===== config.mk =====
export PLATFORM = sky130hd
export DESIGN_NAME = multi_zone_tcu
export DESIGN_NICKNAME = d
export VERILOG_FILES = /design/src/rtl/tcu_pkg.sv /design/src/rtl/tcu_avg_filter.sv /design/src/rtl/multi_zone_tcu.sv
export SDC_FILE = /design/constraint.sdc
export NUM_CORES = 1
export LEC_CHECK = 0
export ABC_AREA = 1
export CAP_MARGIN = 20
export CORE_MARGIN = 2
export CORE_UTILIZATION = 35
export CTS_CLUSTER_DIAMETER = 80
export DETAILED_ROUTE_END_ITERATION = 6
export GPL_ROUTABILITY_DRIVEN = 0
export PLACE_DENSITY = 0.52
export SYNTH_ARGS = -nofsm -noshare
export SYNTH_HDL_FRONTEND = slang
export SYNTH_SLANG_ARGS = --single-unit

===== constraint.sdc =====
create_clock -name clk -period 6.3 [get_ports clk]
set_input_delay 0.63 -clock clk [delete_from_list [all_inputs] [get_ports clk]]
set_output_delay 0.63 -clock clk [all_outputs]
set_load 0.005 [all_outputs]

===== src/rtl/tcu_pkg.sv =====
// Shared mode type and conversion helpers for the multi-zone temperature control unit.
package tcu_pkg;

  typedef enum logic [1:0] {
    MODE_OFF  = 2'b00,
    MODE_COOL = 2'b01,
    MODE_HEAT = 2'b10
  } tcu_mode_e;

  localparam int TEMP_W = 8;

  // Raw sensor word carries signed integer degrees C in bits [11:4].
  function automatic logic signed [TEMP_W-1:0] raw_to_c(input logic [31:0] raw);
    return raw[11:4];
  endfunction

  function automatic int dac_scale(input int err, input int gain, input int max_code);
    int mag;
    int prod;
    mag  = (err < 0) ? -err : err;
    prod = mag * gain;
    return (prod > max_code) ? max_code : prod;
  endfunction

endpackage


===== src/rtl/tcu_avg_filter.sv =====
// Per-zone moving-average filter: ring buffer of the last 2^AVG_LOG2 samples plus a running sum.
// The first sample after reset pre-fills the whole history of its zone.
module tcu_avg_filter
  import tcu_pkg::*;
#(
  parameter int NUM_ZONES = 4,
  parameter int AVG_LOG2  = 2,
  parameter int ZW        = 2
) (
  input  logic                     clk,
  input  logic                     rst_n,
  input  logic                     in_valid,
  input  logic [ZW-1:0]            in_zone,
  input  logic signed [TEMP_W-1:0] in_temp,
  output logic signed [TEMP_W-1:0] tf
);

  localparam int DEPTH = 1 << AVG_LOG2;
  localparam int SUM_W = TEMP_W + AVG_LOG2;

  logic signed [TEMP_W-1:0] hist_reg [NUM_ZONES][DEPTH];
  logic [AVG_LOG2-1:0]      ptr_reg  [NUM_ZONES];
  logic signed [SUM_W-1:0]  sum_reg  [NUM_ZONES];
  logic [NUM_ZONES-1:0]     filled_reg;

  logic signed [SUM_W-1:0]  temp_ext;
  logic signed [SUM_W-1:0]  oldest_ext;
  logic signed [SUM_W-1:0]  sum_next;

  // Combinational read so a back-to-back sample to the same zone sees the previous update.
  always_comb begin
    temp_ext   = SUM_W'(in_temp);
    oldest_ext = SUM_W'(hist_reg[in_zone][ptr_reg[in_zone]]);
    if (filled_reg[in_zone]) begin
      sum_next = sum_reg[in_zone] - oldest_ext + temp_ext;
    end else begin
      sum_next = temp_ext <<< AVG_LOG2;
    end
    tf = TEMP_W'(sum_next >>> AVG_LOG2);
  end

  always_ff @(posedge clk) begin
    if (!rst_n) begin
      filled_reg <= '0;
      for (int i = 0; i < NUM_ZONES; i++) begin
        ptr_reg[i] <= '0;
        sum_reg[i] <= '0;
      end
    end else if (in_valid) begin
      filled_reg[in_zone] <= 1'b1;
      sum_reg[in_zone]    <= sum_next;
      ptr_reg[in_zone]    <= ptr_reg[in_zone] + AVG_LOG2'(1);
      for (int d = 0; d < DEPTH; d++) begin
        if (!filled_reg[in_zone] || d == int'(ptr_reg[in_zone])) begin
          hist_reg[in_zone][d] <= in_temp;
        end
      end
    end
  end

endmodule


===== src/rtl/multi_zone_tcu.sv =====
// Multi-zone temperature control unit: per-zone hysteresis FSM driving a saturating DAC code,
// two-stage result pipeline. Define TCU_AVG_FILTER_EN to insert the moving-average filter.
module multi_zone_tcu
  import tcu_pkg::*;
#(
  parameter int  NUM_ZONES    = 4,
  parameter int  SENSOR_WIDTH = 16,
  parameter int  DAC_WIDTH    = 8,
  parameter int  HYST         = 1,
  parameter int  GAIN         = 8,
  parameter int  AVG_LOG2     = 2,
  parameter int  DEFAULT_SP   = 25,
  localparam int ZW           = $clog2(NUM_ZONES)
) (
  input  logic                    clk,
  input  logic                    rst_n,
  input  logic                    sensor_data_valid,
  input  logic [ZW-1:0]           sensor_zone,
  input  logic [SENSOR_WIDTH-1:0] sensor_out,
  input  logic                    sp_wr_en,
  input  logic [ZW-1:0]           sp_wr_zone,
  input  logic [7:0]              sp_wr_data,
  output logic                    out_valid,
  input  logic                    out_ready,
  output logic [ZW-1:0]           out_zone,
  output logic [1:0]              out_mode,
  output logic [DAC_WIDTH-1:0]    out_dac,
  output logic [NUM_ZONES-1:0]    on_off,
  output logic                    drop_pulse
);

  localparam int DAC_MAX = (1 << DAC_WIDTH) - 1;

  logic                     accept;
  logic signed [TEMP_W-1:0] t_raw;
  logic signed [TEMP_W-1:0] tf_next;

  assign accept = sensor_data_valid && (int'(sensor_zone) < NUM_ZONES);
  assign t_raw  = raw_to_c(32'(sensor_out));

`ifdef TCU_AVG_FILTER_EN
  tcu_avg_filter #(
    .NUM_ZONES (NUM_ZONES),
    .AVG_LOG2  (AVG_LOG2),
    .ZW        (ZW)
  ) u_avg_filter (
    .clk      (clk),
    .rst_n    (rst_n),
    .in_valid (accept),
    .in_zone  (sensor_zone),
    .in_temp  (t_raw),
    .tf       (tf_next)
  );
`else
  assign tf_next = t_raw;
`endif

  logic signed [TEMP_W-1:0] sp_reg [NUM_ZONES];
  logic                     s1_valid_reg;
  logic [ZW-1:0]            s1_zone_reg;
  logic signed [TEMP_W-1:0] s1_tf_reg;
  logic signed [TEMP_W-1:0] s1_sp_reg;

  // The setpoint is captured with the sample, so a same-cycle write only affects later samples.
  always_ff @(posedge clk) begin
    if (!rst_n) begin
      s1_valid_reg <= 1'b0;
      s1_zone_reg  <= '0;
      s1_tf_reg    <= '0;
      s1_sp_reg    <= '0;
      for (int i = 0; i < NUM_ZONES; i++) begin
        sp_reg[i] <= TEMP_W'(DEFAULT_SP);
      end
    end else begin
      s1_valid_reg <= accept;
      if (accept) begin
        s1_zone_reg <= sensor_zone;
        s1_tf_reg   <= tf_next;
        s1_sp_reg   <= sp_reg[sensor_zone];
      end
      if (sp_wr_en && int'(sp_wr_zone) < NUM_ZONES) begin
        sp_reg[sp_wr_zone] <= sp_wr_data;
      end
    end
  end

  tcu_mode_e state_reg [NUM_ZONES];
  tcu_mode_e cur_mode;
  tcu_mode_e next_mode;
  int        tf_i;
  int        sp_i;
  int        dac_i;

  always_comb begin
    cur_mode  = state_reg[s1_zone_reg];
    tf_i      = int'(s1_tf_reg);
    sp_i      = int'(s1_sp_reg);
    next_mode = cur_mode;
    case (cur_mode)
      MODE_OFF: begin
        if (tf_i > sp_i + HYST) begin
          next_mode = MODE_COOL;
        end else if (tf_i < sp_i - HYST) begin
          next_mode = MODE_HEAT;
        end
      end
      MODE_COOL: if (tf_i <= sp_i) next_mode = MODE_OFF;
      MODE_HEAT: if (tf_i >= sp_i) next_mode = MODE_OFF;
      default:   next_mode = MODE_OFF;
    endcase
    dac_i = (next_mode == MODE_OFF) ? 0 : dac_scale(tf_i - sp_i, GAIN, DAC_MAX);
  end

  // A new result always wins the output register; an unconsumed one is reported as dropped.
  always_ff @(posedge clk) begin
    if (!rst_n) begin
      out_valid  <= 1'b0;
      out_zone   <= '0;
      out_mode   <= '0;
      out_dac    <= '0;
      drop_pulse <= 1'b0;
      for (int i = 0; i < NUM_ZONES; i++) begin
        state_reg[i] <= MODE_OFF;
      end
    end else begin
      drop_pulse <= 1'b0;
      if (s1_valid_reg) begin
        state_reg[s1_zone_reg] <= next_mode;
        out_valid  <= 1'b1;
        out_zone   <= s1_zone_reg;
        out_mode   <= next_mode;
        out_dac    <= DAC_WIDTH'(dac_i);
        drop_pulse <= out_valid && !out_ready;
      end else if (out_ready) begin
        out_valid <= 1'b0;
      end
    end
  end

  for (genvar gi = 0; gi < NUM_ZONES; gi++) begin : g_on_off
    assign on_off[gi] = (state_reg[gi] != MODE_OFF);
  end

endmodule


==> results of run 1 <==
-- worst max-delay path, stage by stage --
cell and delay (ns):
clkdlybuf4s50_1 0.99, clkinv_1 0.51, nor2_1 0.69, a211oi_1 0.20
-- power breakdown --
part | internal, W | switching [W]
Sequential | 0.000541 | 0.0000223
Combinational | 0.000143 | 0.000215
Clock | 0.000386 | 0.000203
Total | 0.00107 | 0.000440
-- kinds of logic after synthesis --
| group | Yosys count | synth area share |
|---|---|---|
| AOI/OAI and AO/OA | 86 | 0.1074 |
| buffers and inverters | 90 | 0.08331 |
| xor gates and xnor gates | 16 | 0.03206 |
| adders and majority gates | 29 | 0.08474 |
| and+or+nand+nor | 269 | 0.2665 |
| DFF | 73 | 0.4260 |
-- cells in the mapped netlist --
cell      instances
nand2_1         128
nor2_1           83
inv_1            75
o21ai_0          42
edfxtp_1         40
dfxtp_1          33
ha_1             28
nand3_1          27
a21oi_1          24
xor2_1           12
o22ai_1           8
clkbuf_1          7
nand2_2           7
nand3_2           6
nand4_1           5
a211oi_1          4
xnor2_1           4
nor2_2            3
nor3_1            3
o21a_1            3
or2_2             3
buf_4             2
inv_2             2
nand2_4           2
o211ai_1          2
a21boi_0          1
a21oi_2           1
buf_6             1
clkbuf_8          1
clkinv_1          1
clkinv_2          1
fa_1              1
nor2_4            1
nor3_4            1
o21ai_1           1
-- through the flow --
stage / hold WS (ns) / util
after floorplan: 0.4461 / -
after global placement: 0.4402 / 0.4074
after detailed placement: 0.4447 / 0.4074
after CTS: 0.4551 / 0.4355
after global routing: 0.4745 / 0.4355
final: 0.4526 / 0.4355
-- worst min-delay path by stage --
stage,end,slack [ns],cells after the start
CTS,drop_pulse,0.46,2
floorplan,out_dac[3],0.45,2
finish,out_dac[3],0.45,2
detailed placement,out_dac[6],0.44,2
global placement,out_dac[7],0.44,2
global route,out_dac[3],0.47,2
-- cell type report --
cell class                 instances  area (um2)
fill                            1287        6837
multi-input combinational        400        2145
sequential                        73        1862
timing repair buffer              42       420.4
inverter                          79       297.8
clock buffer                       9       225.2
tap                              168       210.2
clock inverter                     6       115.1
-- per-layer routing --
layer | up-vias | track usage | share of wire
met5 | - | 0 | 0
met4 | 0 | 0.05317 | 0.017
met3 | 15 | 0.04079 | 0.032
met2 | 48 | 0.2877 | 0.51
met1 | 1642 | 0.1830 | 0.44
li1 | 1916 | - | -
==> summary.md, run 1 <==
| Metric | Value |
|---|---|
| Hold Vio Cnt, Final | `0` |
| Highest clock frequency the design can meet | `0.3347 GHz` |
| Detailed-route wire length | `9717 um` |
| Remaining global-route overflow | `0` |
| Post-place instance area | `4935 um2` |
| Class of the worst hold path | `register to register` |
| Final setup violation count | `0` |
| Number of I/O port buffers | `42` |
| Synthesis-stage register bit count | `73` |
| Cell area after technology mapping | `4370 um2` |
| Startpoint kind of the worst setup timing path | `input port` |
| Part of the cycle the worst path needs | `0.4743` |
| Number of global-route vias before repair | `3586` |
| Skew-Pair Late Insertion Delay | `0.34 ns` |
| Number of violations reported at the end of detailed-routing iteration 0 | `126` |
| Post-route cell area | `5275 um2` |
| End of the worst register-to-register path | `out_dac[3]` |
| Final Max Slew Viols | `0` |
| Floorplan row count | `40` |
| Starting density of the core | `0.3608` |
| Post-CTS setup-driven buffer insertion count | `0` |
| Die W | `115.7 um` |
| Endpoint kind of the worst setup timing path | `register` |
| Number of nets in the layout | `667` |
| Max-cap violation count | `0` |
| Minimum setup slack after placement | `2.887 ns` |
| Path type of the worst setup path | `input port to register` |
| Total power after layout | `0.001511 W` |
| Total half-perimeter wirelength after legalization and detailed placement | `7708 um` |
| Min Clock Period, post-route | `2.988 ns` |
| Root buffer cell | `clkbuf_16` |
| Minimum setup slack among reg-to-reg paths | `3.37 ns` |
| Flip-flop count of the largest register, all copies and words added | `32` |
| Worst-path fanout max | `21` |
| Sequential area share after synthesis | `0.4260` |
| Post-DR vias/cell | `4.660` |
| Post-route insts no fill | `777` |
| TritonCTS sink count | `73` |
| Core footprint | `12110 um2` |
| Transition time at the pin with the least slew margin | `0.8067 ns` |
| Path depth of the worst reg2reg path | `19` |
| Most common library cell in the layout ignoring fill and taps | `nand2_1` |
| Share of the synthesized area in the top cell type | `0.2748` |
| YS warnings | `0` |
| Power per cell area | `286.4 nW/um2` |
| Endpoint required time on the critical path | `6.35 ns` |
| Hold Buf Count CTS | `0` |
| Initial antenna violation count | `0` |
| Final worst clock skew | `0.004945 ns` |
| Capture point of the critical path | `state_reg[3][0]` |
| Commonest non-fill, non-tap cells in the layout | `128 x nand2_1, 83 x nor2_1, 75 x inv_1, 42 x o21ai_0, 42 x clkdlybuf4s50_1` |
| Max rail drop VDD | `0.0001626 V` |
| DR pass1 iterations | `4` |
| Synthesis-to-layout area growth | `20.70%` |
| Accumulated negative setup slack | `0 ns` |
| RSZ-0062 raised after global routing | `no` |
| LEAKAGE | `2.387 nW` |
| Post-CTS clock slew at the launch and capture registers of the worst setup and hold paths | `0.06 ns` |
| Largest net degree at the start of global routing | `26` |
| Cells after synthesis | `563` |
| Worst Path Arrival | `3.04 ns` |
| Ranking of synthesized cells by area | `edfxtp_1 27%, dfxtp_1 15%, nand2_1 11%, ha_1 8.0%, nor2_1 7.1%` |
| Worst-case setup margin in the final layout | `3.312 ns` |
| Fraction of final layout cells with drive strength greater than 1 | `0.06897` |
| Ant diodes | `0` |
| Critical path startpoint | `rst_n` |
| CTS tree | `done` |
| Worst relative slew slack | `0.4605` |
| Dominant cell type by area after synthesis | `edfxtp_1` |
| Via count | `3621` |
| Routed len/inst | `12.51 um` |
| Mean instance size in the synthesized netlist | `7.763 um2` |
| Netlist cell types | `35` |
| Reg-to-reg critical path startpoint | `s1_sp_reg[2]` |
| Cell count after placement | `762` |
| Count of boundary I/O pins | `51` |
| Clock buffer count from CTS | `9` |
| Final antenna-violating net count | `0` |
| Die Area | `13400 um2` |
| Floorplan die height | `115.7 um` |
| First-pass GRT wire length | `16590 um` |
| Max clock buf depth | `2` |
| Outcome | `finished, final reports clean` |
| Worst hold start | `out_dac[3]` |
| Global router's overall resource usage | `0.1591` |
| Drt drc | `0` |
| Synthesized netlist net count | `625` |
| Resized Gates After CTS | `0` |
| H-tree lvl count | `3` |
Note: power is estimated with default switching activity, not from simulation.
==> run 2, diff against run 1 <==
==> constraint.sdc (replaced) <==
create_clock -name clk -period 3 [get_ports clk]
set_input_delay 0.3 -clock clk [delete_from_list [all_inputs] [get_ports clk]]
set_output_delay 0.3 -clock clk [all_outputs]
set_load 0.005 [all_outputs]
==> summary.md, run 2 (synthesis gave the netlist of run 1 again) <==
| Metric | Value |
|---|---|
| Max rail drop VDD | `0.0003159 V (was 0.0001626 V)` |
| Floorplan row count | `40 (unchanged)` |
| Core utilization of the finished layout | `0.4352 (was 0.4355)` |
| Critical path, cell by cell | `inv_1, nor3_2, nand2_1, nor2_2, nand3_1, xor2_1, ha_1, nand2_1, nor2_1, nand3_1, nand3_1, o21a_1, inv_1, nand2_1, nand2_1, nor2_2, inv_1, nand2_1, nand2_1 (was clkdlybuf4s50_1, clkinv_1, nor2_1, a211oi_1)` |
| Number of I/O port buffers | `42 (unchanged)` |
| Depth of the worst hold-timing path | `2 (unchanged)` |
| Hold Path Sink | `out_mode[1] (was out_dac[3])` |
| Global router's overall resource usage | `0.1566 (was 0.1591)` |
| Highest clock frequency the design can meet | `0.3710 GHz` |
| Post-place instance area | `4972 um2 (was 4935 um2)` |
| Initial antenna violation count | `0 (unchanged)` |
| Via count | `3648 (was 3621)` |
| Fraction of final layout cells with drive strength greater than 1 | `0.08455 (was 0.06897)` |
| Outcome | `finished, final reports clean (unchanged)` |
| Class of the worst hold path | `register to register (unchanged)` |
| Total half-perimeter wirelength after legalization and detailed placement | `7660 um (was 7708 um)` |
| Drt drc | `0 (unchanged)` |
| Endpoint required time on the critical path | `3.24 ns (was 6.35 ns)` |
| Path type of the worst setup path | `register to register (was input port to register)` |
| Largest net degree at the start of global routing | `26 (unchanged)` |
| Minimum setup slack among reg-to-reg paths | `0.30 ns (was 3.37 ns)` |
| Power per cell area | `561.7 nW/um2 (was 286.4 nW/um2)` |
| Final worst clock skew | `0.007501 ns (was 0.004945 ns)` |
| Worst relative slew slack | `0.6438 (was 0.4605)` |
| Clock buffer count from CTS | `9 (unchanged)` |
| H-tree lvl count | `3 (unchanged)` |
| Post-route cell area | `5271 um2 (was 5275 um2)` |
| Slowest Stage Delay on Critical Path | `0.37 ns (was 0.99 ns)` |
| End of the worst register-to-register path | `out_dac[4] (was out_dac[3])` |
| TritonCTS sink count | `73 (unchanged)` |
| Synthesis-to-layout area growth | `20.61% (was 20.70%)` |
| Worst hold slack | `0.4482 ns (was 0.4526 ns)` |
| Remaining global-route overflow | `0 (unchanged)` |
| Die Area | `13400 um2 (unchanged)` |
| DR pass1 iterations | `4 (unchanged)` |
| Most common library cell in the layout ignoring fill and taps | `nand2_1 (unchanged)` |
| Post-CTS setup-driven buffer insertion count | `0 (unchanged)` |
| Final Max Slew Viols | `0 (unchanged)` |
| Ant diodes | `0 (unchanged)` |
| Number of nets in the layout | `672 (was 667)` |
| Transition time at the pin with the least slew margin | `0.5326 ns (was 0.8067 ns)` |
| Accumulated negative setup slack | `0 ns (unchanged)` |
| Path depth of the worst reg2reg path | `19 (unchanged)` |
| Endpoint kind of the worst setup timing path | `register (unchanged)` |
| Worst Path Arrival | `2.93 ns (was 3.04 ns)` |
| LEAKAGE | `2.381 nW (was 2.387 nW)` |
| Root buffer cell | `clkbuf_16 (unchanged)` |
| Dominant cell type by count on the critical path | `nand2_1` |
| Starting density of the core | `0.3608 (unchanged)` |
| Commonest non-fill, non-tap cells in the layout | `128 x nand2_1, 81 x nor2_1, 74 x inv_1, 42 x clkdlybuf4s50_1, 41 x o21ai_0 (was 128 x nand2_1, 83 x nor2_1, 75 x inv_1, 42 x o21ai_0, 42 x clkdlybuf4s50_1)` |
| Final setup violation count | `0 (unchanged)` |
| RSZ-0062 raised after global routing | `no (unchanged)` |
| Worst-path fanout max | `5 (was 21)` |
| Number of violations reported at the end of detailed-routing iteration 0 | `172 (was 126)` |
| Final antenna-violating net count | `0 (unchanged)` |
| Min Clock Period, post-route | `2.695 ns` |
| Max clock buf depth | `2 (unchanged)` |
| Startpoint kind of the worst setup timing path | `register (was input port)` |
| Skew-Pair Late Insertion Delay | `0.34 ns (about the same)` |
| First-pass GRT wire length | `16220 um (was 16590 um)` |
| Number of global-route vias before repair | `3479 (was 3586)` |
| CTS tree | `done (unchanged)` |
| Worst-path cell with the longest stage delay | `dfxtp_2 (was clkdlybuf4s50_1)` |
| Hold Vio Cnt, Final | `0 (unchanged)` |
| Flip-flop count of the largest register, all copies and words added | `32 (unchanged)` |
| Count of boundary I/O pins | `51 (unchanged)` |
| Worst hold start | `out_mode[1] (was out_dac[3])` |
| Detailed-route wire length | `9767 um (was 9717 um)` |
| Routed len/inst | `12.47 um (was 12.51 um)` |
| Reg-to-reg critical path startpoint | `s1_sp_reg[2] (unchanged)` |
| Part of the cycle the worst path needs | `0.8984` |
| Post-CTS clock slew at the launch and capture registers of the worst setup and hold paths | `0.06 ns (about the same)` |
| Post-DR vias/cell | `4.659 (was 4.660)` |
| Core footprint | `12110 um2 (unchanged)` |
| Max-cap violation count | `0 (unchanged)` |
| Die W | `115.7 um (unchanged)` |
| Floorplan die height | `115.7 um (unchanged)` |
run 2: changes by cell type in the layout (fill, tap and decap cells not counted), moves of 2 or more:
cell	change
buf_4	+5
bufinv_16	-3
clkbuf_8	+2
clkinv_1	+2
clkinvlp_4	+2
nor2_1	-2
nor2_2	+2
nor3_1	-2
nor3_2	+2
run 2: cell type report:
| cell class | instances | area, um2 |
|---|---|---|
| Fill cell | 1261 | 6840 |
| Timing Repair Buffer | 47 | 457.9 |
| Tap cell | 168 | 210.2 |
| Sequential cell | 73 | 1863 |
| Clock inverter | 5 | 30.03 |
| Inverter | 79 | 297.8 |
| Clock buffer | 11 | 252.7 |
| Multi-Input combinational cell | 400 | 2160 |
run 2: through the flow:
step | total power (W) | cells | setup slack (ns)
CTS | 0.002994 | 783 | 0.09869
global placement | 0.001951 | 767 | 0.1771
global route | 0.003148 | 783 | 0.004843
detailed placement | 0.001965 | 767 | 0.1353
floorplan | 0.001736 | 563 | 0.4693
finish | 0.002961 | 783 | 0.3048
run 2: worst max-delay path: cells and delay by family, from the launching register on:
family,cells,cell delay (ns)
flip-flops,1,0.37
AO/OA/AOI/OAI,1,0.15
XOR/XNOR,1,0.16
buffers and inverters,3,0.26
adder cells (fa/ha/maj),1,0.30
AND/OR/NAND/NOR,13,1.37
run 2: how the worst max path moves through the flow:
stage,start,endpoint,slack (ns),depth (start not counted)
final,s1_sp_reg[2],out_dac[4],0.30,19
after global routing,s1_sp_reg[0],out_dac[3],0.005,17
after CTS,s1_sp_reg[2],out_dac[6],0.1,19
after detailed placement,s1_sp_reg[2],out_dac[6],0.14,19
after global placement,s1_sp_reg[2],out_dac[6],0.18,19
after floorplan,s1_sp_reg[2],out_dac[3],0.47,19
run 2: power by group:
| group | leakage [nW] | internal (W) | switching (W) | total, W |
|---|---|---|---|---|
| combinational | 1.58 | 0.000306 | 0.000453 | 0.000759 |
| sequential | 0.669 | 0.00114 | 0.0000455 | 0.00118 |
| clock | 0.129 | 0.000599 | 0.000421 | 0.00102 |
run 2: repair_timing:
| item | CTS | global route |
|---|---|---|
| gates resized for setup | 0 | 7 |
| hold buffers | 0 | 0 |
| setup endpoints to repair | 0 | 14 |
run 2: layer usage:
| metal | vias to the layer above | global-route usage | part of all wire |
|---|---|---|---|
| li1 | 1922 | - | - |
| met1 | 1662 | 0.1881 | 0.47 |
| met2 | 47 | 0.2745 | 0.49 |
| met3 | 17 | 0.03033 | 0.027 |
| met4 | 0 | 0.06587 | 0.021 |
| met5 | - | 0 | 0 |
==> run 3, diff against run 2 <==
--- a/config.mk
+++ b/config.mk
@@ -6,13 +6,14 @@
 export NUM_CORES = 1
 export LEC_CHECK = 0
 export ABC_AREA = 1
+export ABC_CLOCK_PERIOD_IN_PS = 3000
 export CAP_MARGIN = 20
 export CORE_MARGIN = 2
-export CORE_UTILIZATION = 35
+export CORE_UTILIZATION = 57
 export CTS_CLUSTER_DIAMETER = 80
 export DETAILED_ROUTE_END_ITERATION = 6
 export GPL_ROUTABILITY_DRIVEN = 0
-export PLACE_DENSITY = 0.52
+export PLACE_DENSITY = 0.79
 export SYNTH_ARGS = -nofsm -noshare
 export SYNTH_HDL_FRONTEND = slang
 export SYNTH_SLANG_ARGS = --single-unit
==> summary.md, run 3 (synthesis gave the netlist of run 1 again) <==
| Metric | Value |
|---|---|
| Outcome | `finished, final reports clean (unchanged)` |
| Total half-perimeter wirelength after legalization and detailed placement | `7029 um (was 7660 um)` |
| Accumulated negative setup slack | `0 ns (unchanged)` |
| Floorplan die height | `91.57 um (was 115.7 um)` |
| Worst-path fanout max | `6 (was 5)` |
| First-pass GRT wire length | `15990 um (was 16220 um)` |
| Synthesis-to-layout area growth | `16.35% (was 20.61%)` |
| Drt drc | `0 (unchanged)` |
| Final worst clock skew | `0.01149 ns (was 0.007501 ns)` |
| Post-DR vias/cell | `5.232 (was 4.659)` |
| Worst Path Arrival | `2.81 ns (was 2.93 ns)` |
| Detailed-routing wirelength on met1 | `3811 um (was 4557 um)` |
| Die Area | `8384 um2 (was 13400 um2)` |
| Filler instances | `587 (was 1261)` |
| Starting density of the core | `0.5962 (was 0.3608)` |
| Flip-flop count of the largest register, all copies and words added | `32 (unchanged)` |
| Dominant cell type by count on the critical path | `nand3_1 (was nand2_1)` |
| Core footprint | `7331 um2 (was 12110 um2)` |
| Max rail drop VDD | `0.0003233 V (was 0.0003159 V)` |
| Hold Buf Count CTS | `0 (unchanged)` |
| Number of nets in the layout | `670 (was 672)` |
| Commonest non-fill, non-tap cells in the layout | `128 x nand2_1, 80 x nor2_1, 73 x inv_1, 42 x o21ai_0, 42 x clkdlybuf4s50_1 (was 128 x nand2_1, 81 x nor2_1, 74 x inv_1, 42 x clkdlybuf4s50_1, 41 x o21ai_0)` |
| Fraction of final layout cells with drive strength greater than 1 | `0.08809 (was 0.08455)` |
| Minimum setup slack after placement | `0.1479 ns (was 0.1353 ns)` |
| Final antenna-violating net count | `0 (unchanged)` |
| Transition time at the pin with the least slew margin | `0.4873 ns (was 0.5326 ns)` |
| Initial antenna violation count | `0 (unchanged)` |
| Final setup violation count | `0 (unchanged)` |
| Min Clock Period, post-route | `2.703 ns (was 2.695 ns)` |
| Post-CTS clock slew at the launch and capture registers of the worst setup and hold paths | `0.08 ns (was 0.06 ns)` |
| Root buffer cell | `clkbuf_8 (was clkbuf_16)` |
| Skew-Pair Late Insertion Delay | `0.35 ns (was 0.34 ns)` |
| Part of the cycle the worst path needs | `0.9009 (was 0.8984)` |
| Most common library cell in the layout ignoring fill and taps | `nand2_1 (unchanged)` |
| Post-route insts no fill | `712 (was 783)` |
| TritonCTS sink count | `73 (unchanged)` |
| Resized Gates After CTS | `0 (unchanged)` |
| Global router's overall resource usage | `0.2362 (was 0.1566)` |
| Largest net degree at the start of global routing | `26 (unchanged)` |
| Clock buffer count from CTS | `9 (unchanged)` |
| Number of buffers and inverters on the critical path | `2 (was 3)` |
| Post-CTS setup-driven buffer insertion count | `0 (unchanged)` |
| Worst-path cell with the longest stage delay | `dfxtp_1 (was dfxtp_2)` |
| Ant diodes | `0 (unchanged)` |
| Slowest Stage Delay on Critical Path | `0.34 ns (was 0.37 ns)` |
| Die W | `91.57 um (was 115.7 um)` |
| Met2 wire length | `5044 um (was 4741 um)` |
| DR pass1 iterations | `5 (was 4)` |
| CTS tree | `done (unchanged)` |
| Worst relative slew slack | `0.6741 (was 0.6438)` |
| Cell count after placement | `696 (was 767)` |
| Number of violations reported at the end of detailed-routing iteration 0 | `170 (was 172)` |
| Path type of the worst setup path | `register to register (unchanged)` |
| Startpoint kind of the worst setup timing path | `register (unchanged)` |
| Final Max Slew Viols | `0 (unchanged)` |
| Cell type group with the largest total delay on the critical path | `simple AND/OR/NAND/NOR gates (unchanged)` |
| Max-cap violation count | `0 (unchanged)` |
| Class of the worst hold path | `register to register (unchanged)` |
| Remaining global-route overflow | `0 (unchanged)` |
| Routed len/inst | `13.14 um (was 12.47 um)` |
| Number of I/O port buffers | `42 (unchanged)` |
| Power per cell area | `532.1 nW/um2 (was 561.7 nW/um2)` |
| Detailed-route wire length | `9356 um (was 9767 um)` |
| Total power after layout | `0.002706 W (was 0.002961 W)` |
| Via count | `3725 (was 3648)` |
| Endpoint required time on the critical path | `3.11 ns (was 3.24 ns)` |
| Highest metal layer with signal wires | `met4 (unchanged)` |
| Number of global-route vias before repair | `3707 (was 3479)` |
| H-tree lvl count | `3 (unchanged)` |
| Routed wire length on met3 | `333 um (was 266 um)` |
| Worst-case setup margin in the final layout | `0.2973 ns (was 0.3048 ns)` |
| Max clock buf depth | `2 (unchanged)` |
| Count of boundary I/O pins | `51 (unchanged)` |
| Hold Vio Cnt, Final | `0 (unchanged)` |
| Critical path, cell by cell | `inv_2, ha_1, nand3_1, nor3_2, xor2_1, ha_1, a21oi_1, o21a_1, nand3_1, xor2_1, nand3_1, nand2_1, inv_1, nor2_1 (was inv_1, nor3_2, nand2_1, nor2_2, nand3_1, xor2_1, ha_1, nand2_1, nor2_1, nand3_1, nand3_1, o21a_1, inv_1, nand2_1, nand2_1, nor2_2, inv_1, nand2_1, nand2_1)` |
| Floorplan row count | `31 (was 40)` |
| Endpoint kind of the worst setup timing path | `register (unchanged)` |
| Highest clock frequency the design can meet | `0.3700 GHz (was 0.3710 GHz)` |
| LEAKAGE | `2.346 nW (was 2.381 nW)` |
## run 3: cell type report
| class | instances | area [um2] | share of cell area |
|---|---|---|---|
| Clock inverter | 6 | 46.29 | 0.009104 |
| Tap cell | 99 | 123.9 | 0.02436 |
| Multi-Input combinational cell | 400 | 2162 | 0.4252 |
| Inverter | 79 | 297.8 | 0.05856 |
| Sequential cell | 73 | 1863 | 0.3664 |
| Clock buffer | 10 | 148.9 | 0.02928 |
| Timing Repair Buffer | 45 | 442.9 | 0.08711 |
## run 3: power breakdown
part	switching (W)	internal, W	total [W]
registers	0.0000477	0.00113	0.00118
logic	0.000459	0.000306	0.000765
clock network	0.000399	0.000360	0.000759
## run 3: stage by stage
stage	hold WS (ns)	util	cell area, um2
3_5_place_dp	0.4388	0.6644	4871
2_1_floorplan	0.4349	-	4370
5_1_grt	0.4809	0.6936	5085
6_report	0.4519	0.6936	5085
3_3_place_gp	0.4363	0.6644	4871
4_1_cts	0.4547	0.6911	5066
## run 3: layer usage
layer  vias to the layer above  GRT usage
li1                       1917          -
met1                      1716     0.2623
met2                        80     0.4418
met3                        12    0.04149
met4                         0    0.09343
met5                         -          0
## run 3: tightest hold or removal path: cells and delay by family (launching register included)
kind / cells / cell delay, ns
flip-flops: 1 / 0.32
AND/OR/NAND/NOR: 2 / 0.10
## run 3: final timing paths
check / from / end / slack (ns) / depth (start not counted)
min reg2reg: out_mode[0] / out_mode[0] / 0.45 / 2
max reg2reg: s1_sp_reg[0] / state_reg[1][1] / 0.30 / 14
max: s1_sp_reg[0] / state_reg[1][1] / 0.30 / 14
min: out_mode[0] / out_mode[0] / 0.45 / 2
